`src/rtl/psa_acc.sv`:
```
// rtl/psa_acc.sv - saturating packed-nibble burst accumulator with valid/ready result handshake
// Optional per-lane saturation event counters: define PSA_ACC_SATCNT_EN.
module psa_acc #(
  parameter int CNT_W = 8
) (
  input  logic             clk,
  input  logic             rst_n,
  input  logic             in_valid,
  output logic             in_ready,
  input  logic [15:0]      in_data,
  input  logic             in_last,
  input  logic             clr,
  output logic             out_valid,
  input  logic             out_ready,
  output logic [15:0]      out_data,
  output logic [3:0]       out_err,
  output logic [CNT_W-1:0] out_count,
  output logic [15:0]      sat_cnt
);

  typedef enum logic [1:0] {IDLE, ACC, DONE} state_e;

  state_e           state_q, state_d;
  logic [15:0]      acc_q, acc_d;
  logic [3:0]       err_q, err_d;
  logic [CNT_W-1:0] cnt_q, cnt_d;
  logic [15:0]      lane_sum;
  logic [3:0]       lane_ovf;
  logic             accept;
  logic             clear;

  // Bit 3 of the 4-bit wrap sum equals bit 3 of the sign-extended 5-bit sum.
  function automatic logic [4:0] lane_add(input logic [3:0] a, input logic [3:0] b);
    logic [3:0] s;
    logic       ovf;
    s   = a + b;
    ovf = (a[3] == b[3]) && (s[3] != a[3]);
    if (ovf) return {1'b1, (a[3] ? 4'b1000 : 4'b0111)};
    return {1'b0, s};
  endfunction

  always_comb begin
    lane_sum = '0;
    lane_ovf = '0;
    for (int k = 0; k < 4; k++) begin
      {lane_ovf[k], lane_sum[4*k +: 4]} = lane_add(acc_q[4*k +: 4], in_data[4*k +: 4]);
    end
  end

  assign accept = in_valid && in_ready;
  // clr only matters outside DONE; in DONE the result clears on the output handshake.
  assign clear  = (state_q == DONE) ? out_ready : clr;

  always_ff @(posedge clk or negedge rst_n) begin
    if (!rst_n) state_q <= IDLE;
    else        state_q <= state_d;
  end

  always_comb begin
    state_d = state_q;
    case (state_q)
      IDLE, ACC: begin
        if (clr)         state_d = IDLE;
        else if (accept) state_d = in_last ? DONE : ACC;
      end
      DONE:    if (out_ready) state_d = IDLE;
      default: state_d = IDLE;
    endcase
  end

  always_comb begin
    in_ready  = (state_q != DONE) && !clr;
    out_valid = (state_q == DONE);
  end

  always_comb begin
    acc_d = acc_q;
    err_d = err_q;
    cnt_d = cnt_q;
    if (clear) begin
      acc_d = '0;
      err_d = '0;
      cnt_d = '0;
    end else if (accept) begin
      acc_d = lane_sum;
      err_d = err_q | lane_ovf;
      if (!(&cnt_q)) cnt_d = cnt_q + {{(CNT_W-1){1'b0}}, 1'b1};
    end
  end

  always_ff @(posedge clk or negedge rst_n) begin
    if (!rst_n) begin
      acc_q <= '0;
      err_q <= '0;
      cnt_q <= '0;
    end else begin
      acc_q <= acc_d;
      err_q <= err_d;
      cnt_q <= cnt_d;
    end
  end

  assign out_data  = acc_q;
  assign out_err   = err_q;
  assign out_count = cnt_q;

`ifdef PSA_ACC_SATCNT_EN
  logic [15:0] sat_q, sat_d;

  always_comb begin
    sat_d = sat_q;
    if (clear) begin
      sat_d = '0;
    end else if (accept) begin
      for (int k = 0; k < 4; k++) begin
        if (lane_ovf[k] && (sat_q[4*k +: 4] != 4'hF))
          sat_d[4*k +: 4] = sat_q[4*k +: 4] + 4'd1;
      end
    end
  end

  always_ff @(posedge clk or negedge rst_n) begin
    if (!rst_n) sat_q <= '0;
    else        sat_q <= sat_d;
  end

  assign sat_cnt = sat_q;
`else
  assign sat_cnt = 16'h0000;
`endif

endmodule

```
`config.mk`:
```
export PLATFORM = sky130hd
export DESIGN_NAME = psa_acc
export DESIGN_NICKNAME = d
export VERILOG_FILES = /design/src/rtl/psa_acc.sv
export SDC_FILE = /design/constraint.sdc
export NUM_CORES = 1
export LEC_CHECK = 0
export ABC_AREA = 1
export BUFFER_PORTS_ARGS = -buffer_cell sky130_fd_sc_hd__buf_2
export CORE_UTILIZATION = 57
export CTS_BUF_LIST = sky130_fd_sc_hd__clkbuf_4 sky130_fd_sc_hd__clkbuf_8
export CTS_CLUSTER_DIAMETER = 120
export CTS_CLUSTER_SIZE = 30
export DETAILED_ROUTE_END_ITERATION = 16
export GPL_ROUTABILITY_DRIVEN = 0
export MAX_ROUTING_LAYER = met4
export PLACE_DENSITY = 0.93
export SYNTH_ARGS = -nofsm -noshare
export SYNTH_HDL_FRONTEND = slang
export SYNTH_SLANG_ARGS = --single-unit
```
`constraint.sdc`:
```
create_clock -name clk -period 3.05 [get_ports clk]
set_input_delay 0.61 -clock clk [delete_from_list [all_inputs] [get_ports clk]]
set_output_delay 0.61 -clock clk [all_outputs]
set_load 0.01 [all_outputs]
```
### Yosys cells after proc, flatten, opt, wreduce, memory -nomap -nowiden

Cells that the tools add are included.

* bits in registers: 30
* input bits: 22
* word-level logic and storage cells: 66

* $add $sub $neg: 5
* eq/ne operators: 14
* muxes and demuxes: 29
* bitwise gates (word level): 1
* reductions and logical operators: 13

Operators with widths (number)
* 2-to-1 mux 5 bit: 8
* 2-to-1 mux 16 bit: 2
* 2-to-1 mux 4 bit: 6
* 2-to-1 mux 8 bit: 3
* adder 4 bit: 4
* adder 8 x 1 -> 8 bit (second input constant): 1
* 2-to-1 mux 2 bit: 4
* AND reduction 8 bit: 1
* logical AND 1 bit: 6
* 2-to-1 mux 1 bit: 5
* == test 1 bit: 4
* inequality test 1 bit: 4
* inequality test 2 bit (second input constant): 2
* bitwise OR 4 bit: 1
* one-hot mux 2 bit (2 select lines): 1
* AND reduction 2 bit: 2
* inequality test 3 bit (second input constant): 1
* == test 2 x 1 -> 1 bit (second input constant): 1
* == test 2 bit (second input constant): 1
* zero test 2 bit: 1
* inequality test 2 x 1 -> 1 bit (second input constant): 1
* nonzero test 2 bit: 1
* OR reduction 2 bit: 1
* zero test 1 bit: 1

### Depth between registers and ports, before layout

Gate-level depths: netlist of the first run.

* depth in word-level cells: 8
* depth in mapped cells: 10
* gate-level depth less buffers: 10

### Worst setup path after synthesis of the first run

No wires, ideal clock.

* kind: input-to-reg
* start point: input port in_data[2]
* end point: register acc_q[0], in the netlist out_data[0]
* library setup time: 0.117 ns
* data arrival time: 1.631 ns
* required time: 2.933 ns
* path slack: 1.302 ns
* stages on the path: 8
* buffers on the path: 0
* cells stage by stage: ha_1 > or2_2 > nand2_1 > nand2_1 > nand3_1 > nand2_1 > nand2_1 > nand2_1

* cells in the longest elaborated chain, start to end: 7

RTL lines
* start: declaration: RTL line 10 `input logic [15:0] in_data,`
* adder 4 bit: RTL line 36 `s = a + b;`
* inequality test 1 bit: RTL line 37 `ovf = (a[3] == b[3]) && (s[3] != a[3]);`
* logical AND 1 bit: RTL line 37
* 2-to-1 mux 1 bit: RTL line 38 `if (ovf) return {1'b1, (a[3] ? 4'b1000 : 4'b0111)};`
* 2-to-1 mux 5 bit: RTL line 39 `return {1'b0, s};`
* 2-to-1 mux 16 bit: RTL line 84 `end else if (accept) begin`
* 2-to-1 mux 16 bit: RTL line 80 `if (clear) begin`
* end signal: assignment: RTL line 93 `acc_q <= '0;`
* end signal: assignment: RTL line 97 `acc_q <= acc_d;`
* end: declaration: RTL line 24 `logic [15:0] acc_q, acc_d;`

No other way between the ends. The select of a mux whose other input is x is not followed.
A chain may end at the register's enable or synchronous reset.

### Worst setup path in the final report of the first run

* start point: input port in_data[14]
* end point: register acc_q[13], in the netlist out_data[13]

Same word-level chain as after synthesis.

==> run summary, run 1 <==
ant diodes -> 0
flops & latches, synth -> 30
most used cell, CP -> nand2_1
# resized after CTS -> 0
Post-synth top cells -> nand2_1, inv_1, dfrtp_1, nand3_1, buf_4
Crit Path Max Fanout -> 4
status -> complete, no violations
Pleak -> 1.47 nW
top post-synthesis cells by area -> dfrtp_1, nand2_1, ha_1
Final Slew Violations -> 0
DRT antenna net count -> 0
Yosys top cell by area -> dfrtp_1
cell-by-cell listing of the critical path -> buf_2 > ha_1 > a21oi_1 > nand2_1 > o21ai_0 > clkinv_1 > nand2_1 > nand2_1
H-tree Lvls -> 2
area fraction in compound gates after synthesis -> 0.0747
Clock transition at path regs -> 0.07 ns
EDFF count, synth -> 0
CTS tree -> yes
Avg Inst Size Synth -> 7.38 µm²
Setup TNS -> 0 ns
most frequent cell after synthesis -> nand2_1
Rel. slew slack -> 0.568
IO buf count -> 51
sequential share of the synthesized area -> 0.345
Critical Setup Path Class -> in -> reg
number of hold buffers added after CTS -> 0
Initial Utilization -> 0.595
Post-CTS Setup Bufs -> 0
Synth Area in Adders -> 0.111
number of global-route vias before repair -> 1858
Worst setup startpoint -> in_data[14]
post-synth cell types -> 27
RR Startpoint -> out_data[14]
count of final setup violators -> 0
multiplexer share of the synthesized area -> 0
Multi-input gate area -> 1190 µm²
layout cells sized above 1 -> 0.223
worst slew pin tran -> 0.648 ns
Cell Rows -> 22
Placed Area -> 2410 µm²
Tcrit/Tclk final -> 0.552
Total GRT Usage -> 0.253
ys async rst share -> 1.00
pwr dens -> 496 nW/µm²
f_max -> 594 MHz
initial antenna violation count -> 0
Synth Area in Simple Gates -> 0.298
CP Data Required Time -> 3.23 ns
XOR/XNOR Fraction of Synth Area -> 0.0362
Clk Latency, worst-skew pair -> 0.29 ns
Ports -> 68
DRT Pass-1 Iters -> 4
Layout Skew -> 0.00588 ns
Hold WC Path Type -> in -> async
DRC -> 0
Critical Path Max Stage Delay -> 0.33 ns
Min Hold Slack -> 0.346 ns
vias -> 1971
largest net degree at the start of global routing -> 31
wire per inst -> 11.0 µm
post-detail-place hpwl -> 3390 µm
post-synth top area share -> 0.345
cells after synthesis -> 295
final net count -> 388
mapped cell area -> 2180 µm²
chip width -> 63.8 µm
clk root buf -> clkbuf_8
Clock Sinks -> 30
Worst VDD drop -> 0.325 mV
Fill cells -> 330
Worst Setup Start Kind -> primary input
Final Routed Wirelength -> 4390 µm
Fin. Hold Viols -> 0
max-cap check violation count -> 0
main combinational cell family by area after synthesis -> simple AND/OR/NAND/NOR gates
vias per inst -> 4.95
DIE HEIGHT -> 63.8 µm
final instance area -> 2500 µm²
core area -> 3660 µm²
Die Area -> 4070 µm²
ys flop type -> dfrtp_1
first-pass GRT wire length -> 7760 µm
RSZ-0062 raised after global routing -> no
crit end category -> flop
Critical Path AT -> 1.86 ns
global route overflow -> 0
DRT iter0 DRCs -> 105
min Tclk post-route -> 1.68 ns
synthesis-to-finish area growth -> 14.8%
Register Area -> 751 µm²
Synth warnings -> 0
Max stage delay cell, worst path -> ha_1
CTS buffer count -> 5
CTS Buffer Depth -> 2
[final timing paths]
path | end | slack (ns) | cells after the start
hold / removal | out_count[2] | 0.35 | 1
hold reg to reg | out_err[3] | 0.50 | 2
min in group clk | out_err[3] | 0.50 | 2
max in group asynchronous | out_data[7] | 2.28 | 1
setup / recovery | out_data[13] | 1.37 | 8
setup reg to reg | out_data[13] | 1.38 | 7
[cells in the final DEF, fill, tap and decap left out]
cell | Yosys | routed
a21oi_1 | 9 | 9
buf_2 | 1 | 51
clkbuf_8 | 0 | 6
clkinv_1 | 1 | 1
clkinv_2 | 0 | 1
clkinvlp_4 | 0 | 1
conb_1 | 1 | 16
dfrtp_1 | 30 | 30
fa_1 | 4 | 4
ha_1 | 13 | 13
inv_1 | 36 | 36
inv_2 | 2 | 2
nand2_1 | 101 | 101
nand2_2 | 5 | 5
nand2_4 | 2 | 2
nand3_1 | 21 | 21
nand4_1 | 2 | 2
nor2_1 | 12 | 12
nor2_2 | 1 | 1
nor3_2 | 1 | 1
o211ai_1 | 2 | 2
o21ai_0 | 11 | 11
o21ai_1 | 3 | 3
o21ai_2 | 2 | 2
o21bai_1 | 2 | 2
or2_2 | 6 | 6
xnor2_1 | 4 | 4
xor2_1 | 5 | 5
[registers in the layout (all words and copies together) (netlist names)]
name,count
out_data,16
out_err,4
out_count,8
state_q,2
[critical path: cells and delay by family]
family                   cells  cell delay (ns)
AO/OA/AOI/OAI                2             0.41
adder cells (fa/ha/maj)      1             0.33
buffers and inverters        2             0.23
AND/OR/NAND/NOR              3             0.28
[power by group]
group          total (mW)  switching, mW  internal, mW  leakage [nW]
registers           0.497         0.0508         0.447         0.404
logic               0.404          0.244         0.160          1.01
clock network       0.339          0.157         0.181        0.0472
total                1.24          0.452         0.788          1.47
[cells by family after synthesis]
logic type               count (synthesis)
flip-flops                              30
AO/OA/AOI/OAI                           29
other                                    1
XOR/XNOR                                 9
adder cells (fa/ha/maj)                 17
buffers and inverters                   58
AND/OR/NAND/NOR                        151
[through the flow]
| step | total power, mW | instances | setup slack, ns | utilization |
|---|---|---|---|---|
| after floorplan | 0.798 | 310 | 1.30 | - |
| after global placement | 0.892 | 390 | 1.10 | 0.657 |
| after detailed placement | 0.909 | 390 | 1.07 | 0.657 |
| after CTS | 1.25 | 398 | 1.38 | 0.683 |
| after global routing | 1.34 | 398 | 1.20 | 0.683 |
| final | 1.24 | 398 | 1.37 | 0.683 |
[area by class of cell]
class | count | area share
sequential | 30 | 0.300
clock inverter | 2 | 0.00500
inverter | 39 | 0.0585
tap | 48 | 0.0240
multi-input combinational | 222 | 0.477
timing repair buffer | 51 | 0.102
clock buffer | 6 | 0.0330
[metal layers]
layer	track usage	wire length (µm)
met5	-	0
met4	0.105	37
met3	0.0536	209
met2	0.423	2260
met1	0.293	1880
(Power assumes the default switching activity.)
==> run 2: changes to the inputs <==
--- a/config.mk
+++ b/config.mk
@@ -7,14 +7,14 @@
 export LEC_CHECK = 0
 export ABC_AREA = 1
 export BUFFER_PORTS_ARGS = -buffer_cell sky130_fd_sc_hd__buf_2
-export CORE_UTILIZATION = 57
+export CORE_UTILIZATION = 53
 export CTS_BUF_LIST = sky130_fd_sc_hd__clkbuf_4 sky130_fd_sc_hd__clkbuf_8
 export CTS_CLUSTER_DIAMETER = 120
 export CTS_CLUSTER_SIZE = 30
 export DETAILED_ROUTE_END_ITERATION = 16
 export GPL_ROUTABILITY_DRIVEN = 0
 export MAX_ROUTING_LAYER = met4
-export PLACE_DENSITY = 0.93
+export PLACE_DENSITY = 0.87
 export SYNTH_ARGS = -nofsm -noshare
 export SYNTH_HDL_FRONTEND = slang
 export SYNTH_SLANG_ARGS = --single-unit
==> constraint.sdc (replaced) <==
create_clock -name clk -period 1.7 [get_ports clk]
set_input_delay 0.34 -clock clk [delete_from_list [all_inputs] [get_ports clk]]
set_output_delay 0.34 -clock clk [all_outputs]
set_load 0.01 [all_outputs]
==> run 2 against run 1 <==
Sequential power up 79%. Die area up 7.3%. Design area rose by 1.5%. Cell count grew 0.75%. First-iteration DRC count is 12% higher. Via count shrank 0.41%. Critical path depth did not move. Count of clock-buffer cells in the layout up 1. Combinational power rose by 89%.
==> run summary, run 2 (same netlist as run 1, synthesis figures left out) <==
status -> complete, no violations (unchanged)
clk root buf -> clkbuf_8 (unchanged)
DRT antenna net count -> 0 (unchanged)
Multi-input gate area -> 1210 µm² (was 1190 µm²)
Hold WC Path Type -> in -> async (unchanged)
layout cells sized above 1 -> 0.244 (was 0.223)
Critical Setup Path Class -> reg -> reg (was in -> reg)
Post-CTS Setup Bufs -> 0 (unchanged)
most common cell after layout, fill and taps aside -> nand2_1 (unchanged)
Final Routed Wirelength -> 4270 µm (was 4390 µm)
Layout Skew -> 0.00499 ns (was 0.00588 ns)
CP Data Required Time -> 1.87 ns (was 3.23 ns)
max-cap check violation count -> 0 (unchanged)
DRT iter0 DRCs -> 118 (was 105)
largest net degree at the start of global routing -> 31 (unchanged)
Pleak -> 1.49 nW (was 1.47 nW)
Overall Power -> 2.21 mW (was 1.24 mW)
number of global-route vias before repair -> 1696 (was 1858)
Total GRT Usage -> 0.221 (was 0.253)
first-pass GRT wire length -> 7210 µm (was 7760 µm)
initial antenna violation count -> 0 (unchanged)
vias -> 1963 (was 1971)
Rel. slew slack -> 0.550 (was 0.568)
most frequent cells in the layout -> nand2_1, buf_2, inv_1 (unchanged)
Cell Rows -> 22 (unchanged)
Initial Utilization -> 0.573 (was 0.595)
Register Area -> 751 µm² (unchanged)
Tcrit/Tclk final -> 0.921
Die Area -> 4370 µm² (was 4070 µm²)
min Tclk post-route -> 1.57 ns
chip width -> 66.1 µm (was 63.8 µm)
final instance area -> 2540 µm² (was 2500 µm²)
synthesis-to-finish area growth -> 16.5% (was 14.8%)
H-tree Lvls -> 2 (unchanged)
Worst VDD drop -> 0.600 mV (was 0.325 mV)
core area -> 3800 µm² (was 3660 µm²)
Critical Path AT -> 1.73 ns (was 1.86 ns)
DRC -> 0 (unchanged)
IO buf count -> 51 (unchanged)
global route overflow -> 0 (unchanged)
utilization after layout -> 0.668 (was 0.683)
Fin. Hold Viols -> 0 (unchanged)
DRT Pass-1 Iters -> 4 (unchanged)
pwr dens -> 869 nW/µm² (was 496 nW/µm²)
count of final setup violators -> 0 (unchanged)
Min Hold Slack -> 0.0959 ns (was 0.346 ns)
Clock Sinks -> 30 (unchanged)
CTS Buffer Depth -> 2 (unchanged)
wire per inst -> 10.7 µm (was 11.0 µm)
Crit Path Max Fanout -> 5 (was 4)
worst slew pin tran -> 0.675 ns (was 0.648 ns)
f_max -> 639 MHz
CTS buffer count -> 5 (unchanged)
Clk Latency, worst-skew pair -> 0.28 ns (was 0.29 ns)
Final Slew Violations -> 0 (unchanged)
post-detail-place hpwl -> 3300 µm (was 3390 µm)
Ports -> 68 (unchanged)
ant diodes -> 0 (unchanged)
Fill cells -> 329 (was 330)
Clock transition at path regs -> 0.06 ns (was 0.07 ns)
Placed Area -> 2440 µm² (was 2410 µm²)
final net count -> 392 (was 388)
flip-flop count of the largest register after layout -> 16 (unchanged)
vias per inst -> 4.90 (was 4.95)
Worst Setup Start Kind -> flop (was primary input)
CTS tree -> yes (unchanged)
crit end category -> flop (unchanged)
DIE HEIGHT -> 66.1 µm (was 63.8 µm)
[run 2: critical path, stage by stage, from the launching register on]
cell and delay [ns]:
dfrtp_1 0.39, ha_1 0.30, or2_2 0.32, nand2_2 0.12, nand2_1 0.08, nand3_2 0.09, nand2_1 0.06, nand2_1 0.05
nand2_1 0.05
[run 2: final timing paths]
| path | from | to | slack [ns] | depth (start not counted) |
|---|---|---|---|---|
| setup / recovery | out_data[2] | out_data[0] | 0.13 | 8 |
| hold / removal | rst_n | state_q[1] | 0.1 | 1 |
| setup reg to reg | out_data[2] | out_data[0] | 0.13 | 8 |
| hold reg to reg | out_err[2] | out_err[2] | 0.49 | 2 |
| max in group asynchronous | rst_n | out_data[0] | 1.17 | 1 |
| min in group clk | clr | state_q[0] | 0.32 | 3 |
[run 2: layout make-up]
type                    instances  area share
flip-flops and latches         30       0.296
repair buffers                 55       0.112
multi-input cells             222       0.478
well taps                      48      0.0237
clock buffers                   7      0.0330
inverters                      39      0.0577
[run 2: metal layers]
metal,vias up,global-route usage,wire length [µm]
li1,1001,-,-
met5,-,-,0
met2,59,0.360,2070
met1,899,0.271,1920
met3,4,0.0569,254
met4,0,0.0638,33
[run 2: stage by stage]
step                      cells  setup slack [ns]   TNS, ns
after global routing        401          -0.00200  -0.00200
final                       401             0.134         0
after global placement      394            0.0560         0
after floorplan             310             0.148         0
after detailed placement    394          -0.00468  -0.00495
after CTS                   401            0.0524         0
[run 2: timing repair]
action                     CTS  global route
setup endpoints to repair    0            10
hold buffers                 0             0
resized for setup            0             5
[run 2: where the power goes]
group	leakage (nW)	switching (mW)	internal (mW)
Combinational	1.04	0.451	0.311
Sequential	0.404	0.0871	0.802
Clock	0.0452	0.244	0.313
